### src/rtl/rf_scoreboard.sv
// rf_scoreboard: parametrised register file with same-cycle write-to-read
// bypass, per-register busy scoreboard and a post-reset clearing sweep.
// Optional build macro: RF_ZERO_REG_EN (register 0 hardwired to zero).
module rf_scoreboard #(
  parameter int unsigned DATA_W = 32,
  parameter int unsigned DEPTH  = 32,
  parameter int unsigned ADDR_W = 5
) (
  input  logic              clk,
  input  logic              rst,
  input  logic [ADDR_W-1:0] rs_addr,
  input  logic [ADDR_W-1:0] rt_addr,
  output logic [DATA_W-1:0] rs_data,
  output logic [DATA_W-1:0] rt_data,
  output logic              rs_busy,
  output logic              rt_busy,
  input  logic [ADDR_W-1:0] rd_addr,
  input  logic [DATA_W-1:0] rd_data,
  input  logic              reg_write,
  input  logic              alloc_valid,
  input  logic [ADDR_W-1:0] alloc_addr,
  output logic              ready
);

  typedef enum logic {ST_INIT, ST_RUN} state_t;

  state_t            state_q, state_d;
  logic [ADDR_W-1:0] cnt_q, cnt_d;
  logic [DATA_W-1:0] mem_q [DEPTH];
  logic [DEPTH-1:0]  busy_q;
  logic              run;
  logic              clr_en;
  logic              wr_en;
  logic              al_en;
  logic              rs_hit;
  logic              rt_hit;

  // An address is usable if it maps onto a real register (and, with the
  // zero register enabled, is not register 0).
  function automatic logic addr_ok(input logic [ADDR_W-1:0] a);
`ifdef RF_ZERO_REG_EN
    return (32'(a) < DEPTH) && (a != '0);
`else
    return 32'(a) < DEPTH;
`endif
  endfunction

  // State and sweep counter register.
  always_ff @(posedge clk) begin
    if (rst) begin
      state_q <= ST_INIT;
      cnt_q   <= '0;
    end else begin
      state_q <= state_d;
      cnt_q   <= cnt_d;
    end
  end

  // Next-state, sweep control and write/alloc qualification.
  // Outputs are gated by rst so they read as idle while reset is held,
  // even before the reset edge has moved the FSM back to INIT.
  always_comb begin
    state_d = state_q;
    cnt_d   = cnt_q;
    clr_en  = 1'b0;
    run     = 1'b0;
    wr_en   = 1'b0;
    al_en   = 1'b0;
    case (state_q)
      ST_INIT: begin
        clr_en = 1'b1;
        cnt_d  = cnt_q + 1'b1;
        if (cnt_q == ADDR_W'(DEPTH - 1)) state_d = ST_RUN;
      end
      ST_RUN: begin
        run   = ~rst;
        wr_en = run & reg_write & addr_ok(rd_addr);
        al_en = run & alloc_valid & addr_ok(alloc_addr);
      end
      default: state_d = ST_INIT;
    endcase
  end

  // Register array: sweep clears one entry per edge, then writeback port.
  always_ff @(posedge clk) begin
    if (!rst) begin
      if (clr_en)     mem_q[cnt_q]   <= '0;
      else if (wr_en) mem_q[rd_addr] <= rd_data;
    end
  end

  // Busy scoreboard: writeback clears, allocation sets; allocation wins.
  always_ff @(posedge clk) begin
    if (rst) begin
      busy_q <= '0;
    end else begin
      if (wr_en) busy_q[rd_addr]    <= 1'b0;
      if (al_en) busy_q[alloc_addr] <= 1'b1;
    end
  end

  // Combinational read ports with bypass from the writeback port.
  always_comb begin
    rs_hit  = wr_en & (rd_addr == rs_addr);
    rt_hit  = wr_en & (rd_addr == rt_addr);
    rs_data = '0;
    rt_data = '0;
    rs_busy = 1'b0;
    rt_busy = 1'b0;
    ready   = run;
    if (run && addr_ok(rs_addr)) begin
      rs_data = rs_hit ? rd_data : mem_q[rs_addr];
      rs_busy = busy_q[rs_addr] & ~rs_hit;
    end
    if (run && addr_ok(rt_addr)) begin
      rt_data = rt_hit ? rd_data : mem_q[rt_addr];
      rt_busy = busy_q[rt_addr] & ~rt_hit;
    end
  end

endmodule

### config.mk
export PLATFORM = sky130hd
export DESIGN_NAME = rf_scoreboard
export DESIGN_NICKNAME = d
export VERILOG_FILES = /design/src/rtl/rf_scoreboard.sv
export SDC_FILE = /design/constraint.sdc
export NUM_CORES = 1
export LEC_CHECK = 0
export BUFFER_PORTS_ARGS = -buffer_cell sky130_fd_sc_hd__buf_2
export CORE_ASPECT_RATIO = 1.4
export CORE_MARGIN = 2
export CORE_UTILIZATION = 42
export CTS_CLUSTER_DIAMETER = 30
export DETAILED_ROUTE_END_ITERATION = 10
export PLACE_DENSITY = 0.64
export SYNTH_ARGS = -nofsm -noshare
export SYNTH_HDL_FRONTEND = slang
export SYNTH_SLANG_ARGS = --single-unit
### constraint.sdc
create_clock -name clk -period 7.14 [get_ports clk]
set_input_delay 1.428 -clock clk [delete_from_list [all_inputs] [get_ports clk]]
set_output_delay 1.428 -clock clk [all_outputs]
set_load 0.1 [all_outputs]
== Word level (Yosys, flattened, before mapping) ==
Memory sizes are Yosys's and may differ from the RTL's.
Index checks and enable logic that the tools add are counted.
Operators by class
  add/subtract/negate cells: 1
  order comparisons: 6
  equality and inequality tests: 3
  muxes and demuxes: 32
  bitwise operators: 12
  reduce and logical (&&, ||, !) cells: 3
Operator list (count)
  32-bit two-way mux: 8
  32-bit bitwise AND: 1
  32-bit inverter: 1
  32-bit bitwise OR: 1
  32-bit OR reduction: 1
  5-bit by 6-bit < comparator with 1-bit output (second input constant): 4
  1-bit two-way mux: 19
  1-bit binary-select mux with 5-bit select: 2
  1-bit demux with 5-bit select: 2
  5-bit == test: 2
  5-bit by 1-bit greater-or-equal comparator with 1-bit output (second input constant): 2
  1-bit bitwise AND: 6
  5-bit by 1-bit adder with 5-bit output (second input constant): 1
  5-bit == test (second input constant): 1
  5-bit two-way mux: 1
  1-bit inverter: 3
  1-bit logical AND: 2
Word-level totals
  register bits: 38
  RAM bits: 1024
  input bits: 56
  memories kept: 1
Memories
  mem_q: words 32, bits a word 32, rd ports 2, clocked after Yosys merged registers in 0, wr ports 1, RTL line 29  | logic [DATA_W-1:0] mem_q [DEPTH];

== Logic depth before layout (Yosys ltp) ==
  depth in word-level cells: 10
  gate-level depth with buffers: 10

== Worst setup path after synthesis ==
OpenSTA, ideal clock, no wires.
  kind: input-to-output
  start point: in rs_addr[1]
  end point: out rs_busy
  arrival time: 4739 ps
  data required time: 5712 ps
  slack: 973 ps
  stages on the path: 6
  buffers on the path: 3
  cell sequence: buf_2 > buf_1 > buf_2 > a211oi_1 > a211o_1 > a21boi_0
Between the ends
  longest elaborated chain between the ends: 5
Ends and longest elaborated chain
  start, declared: RTL line 11  | input logic [ADDR_W-1:0] rs_addr,
  branches (longest 3 deep; another with 1-bit binary-select mux with 5-bit select)
  1-bit bitwise AND (*): RTL line 113  | rs_busy = busy_q[rs_addr] & ~rs_hit;
  1-bit two-way mux (*): RTL line 111  | if (run && addr_ok(rs_addr)) begin
  end, declared: RTL line 15  | output logic rs_busy,
Mark *: on every way between the ends. The select of a mux whose other input is x is not followed.

== Final worst setup path ==
  start point: in rt_addr[2]
  end point: out rt_data[29]
Between the ends
  longest elaborated chain between the ends: 4
Ends and longest elaborated chain
  start, declared: RTL line 12  | input logic [ADDR_W-1:0] rt_addr,
  branches (longest 2 deep; another with memory 32 x 32 bit)
  32-bit two-way mux (*): RTL line 116  | rt_data = rt_hit ? rd_data : mem_q[rt_addr];
  32-bit two-way mux (*): RTL line 115  | if (run && addr_ok(rt_addr)) begin
  end, declared: RTL line 14  | output logic [DATA_W-1:0] rt_data,
Mark *: on every way between the ends.

==> flow_metrics.tcl <==
set metrics [dict create \
    max_stage_delay_ns 0.77 \
    hpwlAfterDp_mm 105 \
    ys_async_sr_fraction_pct 0 \
    areaGrowthSynthToFinish_pct 19.3 \
    fin_nets 3351 \
    initial_utilization_pct 42.4 \
    route.detailed.drc 0 \
    critPathMostFrequentCell "buf_4" \
    crit_chain "buf_4 > and2_2 > buf_4 > a22oi_1 > a21oi_1 > a211o_1 > buf_2" \
    ir_worst_vdd_mv 0.226 \
    hp-class "register to register" \
    grt_overflow_total 0 \
    rsz0062_at_grt "no" \
    max_freq_mhz 163 \
    ys_seq_area_share_pct 62.1 \
    drt.antenna.violating_nets 0 \
    first_iter_violations 4166 \
    multi_input_area_um2 18400 \
    coreArea_um2 120000 \
    holdBufCountCts 0 \
    antenna_found_initial 9 \
    worstRegToRegCells 5 \
    setup_violations 0 \
    drt-total-wl_mm 172 \
    clk_latency_ns 0.80 \
    skew_ns 0.0278 \
    netlist-cell-type-count 53 \
    cts_tree "yes" \
    clock_path_buffers 3 \
    power_per_cell_area_nw_per_um2 283 \
    die_w_um 298 \
    grt_max_degree 78 \
    vias 33700 \
    seqCellArea_um2 31500 \
    endpoint "rt_data[29]" \
    startpoint "rt_addr[2]" \
    clk_pin_slew_worst_paths_ns 0.05 \
    cp.depth 7 \
    status "complete, no violations" \
    relSlewSlack_pct 19.8 \
    regToRegEndpoint "mem_q[30][29]" \
    synth-edff-count 1024 \
    ys_ff_latch 1062 \
    clock_sinks 1062 \
    cts_made_buffers 190 \
    syn_nets 3167 \
    synth_area_leaders "edfxtp_1 61%, mux4_2 14%, mux2i_1 8.5%" \
    fin_crit_ns 6.15 \
    yosysTopAreaCell "edfxtp_1" \
    critPathArrivalTime_ns 4.72 \
    cts_max_level 4 \
    dieArea_um2 124000 \
    yosys_warnings 0 \
    setup_tns_ns 0 \
    cts_root_buffer "clkbuf_16" \
    drive_gt1_share_pct 28.3 \
    period_share_pct 86.2 \
    syn_inst 3109 \
    cp-end-kind "output pin" \
    first_pass_iters 8 \
    worst_pin_slew_ns 1.20 \
    fp.dieH_um 415 \
    drv_slew 0 \
    cp.required_ns 5.71 \
    route.detailed.wl_per_inst_um 34.1 \
    r2r-start "state_q" \
    postPlaceCellArea_um2 53900 \
    synth_top_area_share_pct 60.6 \
    netlist_area_um2 50800 \
    grt_util_all_layers_pct 27.5 \
    r2r_slack_ns 3.44 \
    crit_family "buffers and inverters" \
    worst-path-buf-inv 3 \
    critPathKind "input pin to output pin" \
    path_max_fanout 48 \
    ios 123 \
    slowest_stage "and2_2" \
    synth_flop_cell "edfxtp_1" \
    cts_setup_buffers 0 \
    grt_pass1_vias 33600 \
    design_area_um2 60600 \
    portBuffers 122 \
    syn_area_per_cell_um2 16.3 \
    cts_repair_resize_count 0 \
    row_count 150 \
    cap_violations 0 \
    power_leakage_nw 22.5 \
    gp_congestion 0.854 \
    grt_pass1_wl_mm 243 \
    nFillCells 9920 \
    crit_path_start_kind "input pin" \
    hold_viol 0 \
    viasPerCell 6.66 \
]
==> how the worst min path moves through the flow <==
| stage | from | end | slack (ns) | cells after the start |
|---|---|---|---|---|
| 5_1_grt | busy_q[4] | busy_q[4] | 0.51 | 2 |
| 6_report | busy_q[28] | busy_q[28] | 0.49 | 2 |
| 3_5_place_dp | busy_q[26] | busy_q[26] | 0.48 | 2 |
| 2_1_floorplan | busy_q[14] | busy_q[14] | 0.46 | 2 |
| 4_1_cts | busy_q[14] | busy_q[14] | 0.49 | 2 |
| 3_3_place_gp | busy_q[18] | busy_q[18] | 0.47 | 2 |
==> cell usage after synthesis, types with 3 or more instances <==
cell	count
xnor2_1	7
nand2b_1	11
a21oi_1	68
a211o_1	24
mux4_2	314
buf_6	8
mux2i_1	429
nor3_1	51
buf_4	26
and2_0	6
nand3_1	55
xor2_1	5
a221oi_1	70
and2_1	32
nand3b_1	5
buf_1	17
nor2_1	66
buf_2	77
o211ai_1	9
mux2_2	18
and3_1	35
nand4b_1	3
or2_2	22
nor2b_1	15
o21ai_0	83
o2111ai_1	31
dfxtp_1	38
a22oi_1	221
a22o_1	31
nand2_1	120
edfxtp_1	1024
clkbuf_1	128
inv_1	4
nand4_1	24
a32o_1	9
==> cells in the final DEF, fill, tap and decap left out, drive strengths merged, types with 24 or more instances in the layout <==
cell,n
o21ai,83
inv,31
a221oi,70
o2111ai,31
a22o,31
nand2,120
and2,38
clkinv,69
clkbuf,207
nor2,66
bufinv,30
buf,248
dfxtp,38
a21oi,68
mux4,314
and3,35
mux2i,429
nand3,55
a211o,24
nor3,51
nand4,24
a22oi,221
edfxtp,1024
==> metrics by stage <==
stage                     worst slack, ns  total power, mW  hold WS [ns]  cells  util, %
final                               0.989             17.1         0.489   5052     50.6
after floorplan                     0.973             7.50         0.460   3109        -
after CTS                            1.17             17.2         0.489   5051     50.6
after detailed placement             1.19             7.87         0.479   4697     45.0
after global placement               1.18             7.87         0.472   4697     45.0
after global routing                 1.09             17.5         0.512   5052     50.6
==> worst reg2reg max path: cells and delay by family, from the launching register on <==
kind | cells | cell delay [ns]
buf+inv | 1 | 0.61
flops | 1 | 0.65
simple gates | 3 | 1.76
mux | 1 | 0.30
==> cells by family (layout without fill, tap and decap cells) <==
kind of cell             Yosys count  after routing  synth area share, %
buffers and inverters            261            607                 2.43
other                              0              1                    0
AO/OA/AOI/OAI                    558            558                 7.97
multiplexers                     761            761                 22.8
AND/OR/NAND/NOR                  453            453                 4.48
adder cells (fa/ha/maj)            2              2               0.0493
XOR/XNOR                          12             12                0.207
flip-flops                      1062           1062                 62.1
==> sequential cells by signal, indices dropped and copies added (netlist names) <==
name	cells
busy_q	32
cnt_q	5
mem_q	1024
state_q	1
==> layer usage <==
metal	wire length (µm)	share of wire, %	GRT usage, %	vias to the layer above
met5	106	0.061	0	-
met4	7830	4.5	11.9	14
met3	19500	11	7.52	479
met2	82100	48	44.5	2233
met1	62900	36	34.9	17500
li1	-	-	-	13400
==> power by group <==
| group | switching, mW | leakage, nW | internal [mW] |
|---|---|---|---|
| registers | 0.0157 | 11.4 | 6.78 |
| clock network | 3.35 | 3.19 | 6.03 |
| logic | 0.630 | 7.88 | 0.347 |
==> cell type report <==
| class | count | share of cell area [%] |
|---|---|---|
| diodes | 1 | 0.00413 |
| clock buffers | 207 | 7.96 |
| clock inverters | 147 | 3.09 |
| inverters | 5 | 0.0310 |
| multi-input cells | 1786 | 30.4 |
| flip-flops and latches | 1062 | 52.0 |
| well taps | 1596 | 3.30 |
| repair buffers | 248 | 3.22 |
No activity file was read; power rests on OpenSTA's default activity.
